File: src/rtl/cfg_frame_pkg.sv
// Shared types and constants for the configuration frame writer.
// Holds the FSM state encoding, header field positions and the default sync word.
package cfg_frame_pkg;

  localparam logic [31:0] SYNC_WORD_DEFAULT = 32'hFAB0_FAB1;

  // Header word layout: frame index in the low byte, last-frame flag in bit 31.
  localparam int unsigned INDEX_W  = 8;
  localparam int unsigned LAST_BIT = 31;

  typedef enum logic [2:0] {
    SYNC,
    HEADER,
    DATA,
    STROBE,
    HOLD
  } cfg_state_e;

  // States in which a bitstream word can be taken.
  function automatic logic is_ready_state(input cfg_state_e s);
    return (s == SYNC) || (s == HEADER) || (s == DATA);
  endfunction

endpackage

File: src/rtl/frame_strobe_decoder.sv
// Frame index to one-hot latch-enable decoder.
// Indices outside the column produce an all-zero vector.
module frame_strobe_decoder #(
  parameter int unsigned NumFrames = 20,
  parameter int unsigned IndexW    = 8
) (
  input  logic [IndexW-1:0]    i_index,
  input  logic                 i_en,
  output logic [NumFrames-1:0] o_onehot_c
);

  always_comb begin
    o_onehot_c = '0;
    for (int unsigned i = 0; i < NumFrames; i++) begin
      o_onehot_c[i] = i_en && (32'(i_index) == i);
    end
  end

endmodule

File: src/rtl/config_frame_writer.sv
// Bitstream-driven configuration frame writer: sync, then header/data pairs,
// each producing a single-cycle one-hot latch strobe followed by a hold cycle.
module config_frame_writer
  import cfg_frame_pkg::*;
#(
  parameter int unsigned                MaxFramesPerCol = 20,
  parameter int unsigned                FrameBitsPerRow = 32,
  parameter logic [FrameBitsPerRow-1:0] SyncWord        = FrameBitsPerRow'(SYNC_WORD_DEFAULT)
) (
  input  logic                       CLK,
  input  logic                       RESET,
  input  logic [FrameBitsPerRow-1:0] WordIn,
  input  logic                       WordValid,
  output logic                       WordReady,
  output logic [FrameBitsPerRow-1:0] FrameData,
  output logic [MaxFramesPerCol-1:0] FrameStrobe,
  output logic                       Done,
  output logic                       Error
);

  cfg_state_e                 r_state;
  logic [INDEX_W-1:0]         r_index;
  logic                       r_last;
  logic [FrameBitsPerRow-1:0] r_data;
  logic [MaxFramesPerCol-1:0] r_strobe;
  logic                       r_done;
  logic                       r_error;
  logic                       r_ready;

  cfg_state_e                 w_state_next;
  logic [INDEX_W-1:0]         w_index_next;
  logic                       w_last_next;
  logic [FrameBitsPerRow-1:0] w_data_next;
  logic [MaxFramesPerCol-1:0] w_strobe_next;
  logic                       w_done_next;
  logic                       w_error_next;
  logic                       w_ready_next;
  logic                       w_strobe_en;
  logic                       w_accept;
  logic                       w_index_ok;

  assign w_accept   = WordValid && r_ready;
  assign w_index_ok = 32'(WordIn[INDEX_W-1:0]) < MaxFramesPerCol;

  // Strobe is decoded from the captured index and registered on data acceptance.
  frame_strobe_decoder #(
    .NumFrames (MaxFramesPerCol),
    .IndexW    (INDEX_W)
  ) u_strobe_decoder (
    .i_index    (r_index),
    .i_en       (w_strobe_en),
    .o_onehot_c (w_strobe_next)
  );

  always_ff @(posedge CLK or posedge RESET) begin
    if (RESET) begin
      r_state  <= SYNC;
      r_index  <= '0;
      r_last   <= 1'b0;
      r_data   <= '0;
      r_strobe <= '0;
      r_done   <= 1'b0;
      r_error  <= 1'b0;
      r_ready  <= 1'b1;
    end else begin
      r_state  <= w_state_next;
      r_index  <= w_index_next;
      r_last   <= w_last_next;
      r_data   <= w_data_next;
      r_strobe <= w_strobe_next;
      r_done   <= w_done_next;
      r_error  <= w_error_next;
      r_ready  <= w_ready_next;
    end
  end

  always_comb begin
    w_state_next = r_state;
    w_index_next = r_index;
    w_last_next  = r_last;
    w_data_next  = r_data;
    w_done_next  = r_done;
    w_error_next = r_error;
    w_strobe_en  = 1'b0;

    unique case (r_state)
      SYNC: begin
        if (w_accept && (WordIn == SyncWord)) begin
          w_done_next  = 1'b0;
          w_error_next = 1'b0;
          w_state_next = HEADER;
        end
      end
      HEADER: begin
        if (w_accept) begin
          w_index_next = WordIn[INDEX_W-1:0];
          w_last_next  = WordIn[LAST_BIT];
          if (w_index_ok) begin
            w_state_next = DATA;
          end else begin
            w_error_next = 1'b1;
            w_state_next = SYNC;
          end
        end
      end
      DATA: begin
        if (w_accept) begin
          w_data_next  = WordIn;
          w_strobe_en  = 1'b1;
          w_state_next = STROBE;
        end
      end
      STROBE: begin
        w_state_next = HOLD;
      end
      HOLD: begin
        // Data stays on the latches one more cycle before the next frame.
        if (r_last) begin
          w_done_next  = 1'b1;
          w_state_next = SYNC;
        end else begin
          w_state_next = HEADER;
        end
      end
      default: begin
        w_state_next = SYNC;
      end
    endcase

    w_ready_next = is_ready_state(w_state_next);
  end

  assign WordReady   = r_ready;
  assign FrameData   = r_data;
  assign FrameStrobe = r_strobe;
  assign Done        = r_done;
  assign Error       = r_error;

endmodule

File: config.mk
export PLATFORM = sky130hd
export DESIGN_NAME = config_frame_writer
export DESIGN_NICKNAME = d
export VERILOG_FILES = /design/src/rtl/cfg_frame_pkg.sv /design/src/rtl/frame_strobe_decoder.sv /design/src/rtl/config_frame_writer.sv
export SDC_FILE = /design/constraint.sdc
export NUM_CORES = 1
export LEC_CHECK = 0
export BUFFER_PORTS_ARGS = -buffer_cell sky130_fd_sc_hd__buf_4
export CAP_MARGIN = 20
export CORE_UTILIZATION = 45
export DETAILED_ROUTE_END_ITERATION = 8
export PLACE_DENSITY = 0.76
export SKIP_CTS_REPAIR_TIMING = 1
export SLEW_MARGIN = 20
export SYNTH_ARGS = -nofsm -noshare
export SYNTH_HDL_FRONTEND = slang
export SYNTH_HIERARCHICAL = 1
export SYNTH_SLANG_ARGS = --single-unit
File: constraint.sdc
create_clock -name CLK -period 1.78 [get_ports CLK]
set_input_delay 0.178 -clock CLK [delete_from_list [all_inputs] [get_ports CLK]]
set_output_delay 0.178 -clock CLK [all_outputs]
set_load 0.01 [all_outputs]
==> run summary <==
Status: finished clean
Port buffer count: 89
Unique masters post-synth: 29
Sequential cell area: 1680 sq um
Grt ovf: 0
CP Max Fanout: 9
Initial core utilization: 47.3%
Post-Syn Area: 2650 sq um
Fin. Hold Viols: 0
Vias: 1811
Clock insertion delay at the later pin of the skew report: 0.33 ns
FF-to-FF setup slack: 0.21 ns
Global-route wire length before repair: 8980 um
Die area: 6200 sq um
WL met3: 338 um
CTS tree: yes
Hold Path Origin: WordIn[13]
Net Sw Power: 1.59 mW
CP max-delay cell: dfrtp_1
Synth top area cells: dfrtp_1, mux2_2, nor3_1
Reg power frac: 45.4%
Fin Setup TNS: 0 ns
Die span in x: 78.7 um
Int Pwr: 3.50 mW
Slew Limit Headroom: 54.4%
Final nets: 312
Syn Nets: 213
Hold Crit Class: primary input to flop
Highest Signal Layer: met4
Cell family with most CP delay: simple AND/OR/NAND/NOR gates
Worst-case clock buffer depth: 2
Layout cells sized above 1: 56.0%
GRT Resource Usage Total: 19.7%
Crit-path cells: nand2b_4, nor3_4, buf_4, nand4bb_1, nor3_1
Crit path largest cell delay: 0.43 ns
CTS H-Tree Depth: 3
Combinational share of power: 34.4%
Num CTS Buffers: 9
Critical Path Source Type: flop
Hold slack: 0.0841 ns
Hold Path Sink: FrameData[13]
Tcrit/Tclk final: 88.3%
Critical Path RT: 2.01 ns
Rows: 27
Die Y: 78.7 um
Fmax: 636 MHz
Final ANT Viol Nets: 0
Clock skew: 0.00411 ns
WS Path Type: flop to flop
RSZ-0062 raised after global routing: no
Synth Instances: 178
Leading area contributor after synthesis: dfrtp_1
Initial DRC count: 50
Area Growth Syn to Fin: 34.9%
Critical Path AT: 1.81 ns
Total clock sinks: 67
Final Setup Violations: 0
Seq/Total Area, Yosys: 63.3%
Fill count: 475
Synth warn: 6
VDD IR max: 758 uV
Top cell type's share of synthesized area: 62.3%
Buf+Inv Stages, Crit Path: 1
Vias per cell: 5.12
Max capacitance violation total: 0
Slew Viols, Final: 0
Critical path endpoint category: flop
Period minus WS final: 1.57 ns
Core area: 5610 sq um
WHS Path Cells: 2
HPWL after DPL: 4120 um
#FFs+latches synth: 67
Vias in the first global route: 1817
Wl on met1: 2240 um
Post-layout util: 63.7%
Num ports: 90
Clock transition at the registers of the reported paths: 0.07 ns
Mapped Avg Cell Area: 14.9 sq um
Sw frac: 31.2%
Multi-input logic area: 925 sq um
# DRC: 0
Clock power frac: 20.2%
R2R Path End: FrameStrobe[6]
Leak: 1.70 nW
Wire length per cell: 15.5 um
CTS root buf: clkbuf_8
RD Place Congestion: 0.827
Antenna violations before repair: 0
Final WL: 5480 um
Worst Max-Slew Pin Slew: 0.685 ns
Largest net degree at the start of global routing: 48
PwrDens: 1420 nW/um^2
DR WL met2: 2750 um
Crit path depth: 5
Antenna cell count: 0
Drt pass-1 iters: 4
Worst-case reg-to-reg path depth: 5
Reg-to-Reg Start: r_state[0]
==> per-stage QoR <==
step	total power, mW	std cells	setup slack [ns]	cell area [sq um]
3_5_place_dp	4.11	337	0.215	3410
4_1_cts	5.15	353	0.193	3560
2_1_floorplan	3.30	178	-0.0213	2660
3_3_place_gp	4.05	337	0.228	3410
5_1_grt	5.39	354	0.0790	3570
6_report	5.09	354	0.208	3570
==> final cells by class <==
cell class	instances	share of cell area, %
sequential	67	46.9
multi-input combinational	104	25.9
timing repair buffer	94	20.2
clock buffer	13	3.89
tap	72	2.52
clock inverter	3	0.420
inverter	1	0.210
==> cell families after synthesis <==
group	count (synthesis)	share of synthesized area (%)
multiplexers	42	17.8
buffers and inverters	7	1.98
AND/OR/NAND/NOR	57	15.5
AO/OA/AOI/OAI	5	1.37
flip-flops	67	63.3
==> power by group through the flow <==
stage	clock network [mW]	registers (mW)	logic, mW
6_report	1.03	2.31	1.75
2_1_floorplan	0	2.45	0.847
5_1_grt	1.12	2.38	1.89
3_3_place_gp	0	2.31	1.74
3_5_place_dp	0	2.34	1.78
4_1_cts	1.05	2.32	1.78
==> how the worst max path moves through the flow <==
stage | startpoint | slack (ns) | endpoint
after floorplan | WordReady | -0.02 | FrameStrobe[1]
after global placement | r_state[0] | 0.23 | FrameData[27]
after detailed placement | r_state[0] | 0.21 | FrameData[30]
after CTS | r_state[0] | 0.19 | FrameStrobe[6]
after global routing | r_state[0] | 0.08 | FrameStrobe[10]
final | r_state[0] | 0.21 | FrameStrobe[6]
==> cells in the final DEF, fill, tap and decap left out, types with 2 or more instances in the layout <==
master / count
buf_4: 92
clkbuf_1: 4
clkbuf_8: 9
clkinv_2: 3
dfrtp_1: 66
mux2_1: 2
mux2_2: 40
nand2_1: 5
nand2b_1: 2
nand2b_4: 2
nand4_1: 2
nand4b_1: 3
nand4bb_1: 6
nor2_1: 4
nor3_1: 18
nor3_2: 4
nor3_4: 2
nor4_1: 2
or3_1: 2
==> worst reg2reg max path: cells and delay by family (launching register included) <==
family,cells,cell delay (ns)
flip-flops,1,0.43
AND/OR/NAND/NOR,4,0.84
buffers and inverters,1,0.21
==> synthesized netlist by cell type, drive strengths merged <==
| library cell | count |
|---|---|
| and4b | 1 |
| nand4 | 2 |
| nor2 | 4 |
| nand2 | 6 |
| o21ai | 1 |
| or3 | 2 |
| a21oi | 1 |
| dfstp | 1 |
| nor3 | 24 |
| nor4 | 2 |
| mux2 | 42 |
| and2 | 1 |
| nand2b | 4 |
| a32o | 1 |
| buf | 6 |
| or2 | 1 |
| a21o | 1 |
| dfrtp | 66 |
| or4b | 1 |
| o221ai | 1 |
| nand4bb | 6 |
| nand4b | 3 |
| inv | 1 |
==> state kept, by name (all words and copies together), names as in the netlist <==
register and cells:
Error 1, r_state 3, Done 1, WordReady 1, r_index 8, r_last 1, FrameData 32, FrameStrobe 20
==> per-layer routing <==
| metal | GRT usage (%) | up-vias |
|---|---|---|
| met4 | 12.4 | 0 |
| met3 | 5.40 | 12 |
| met5 | 0 | - |
| li1 | - | 847 |
| met2 | 31.6 | 67 |
| met1 | 23.3 | 885 |
(Power assumes the default switching activity.)
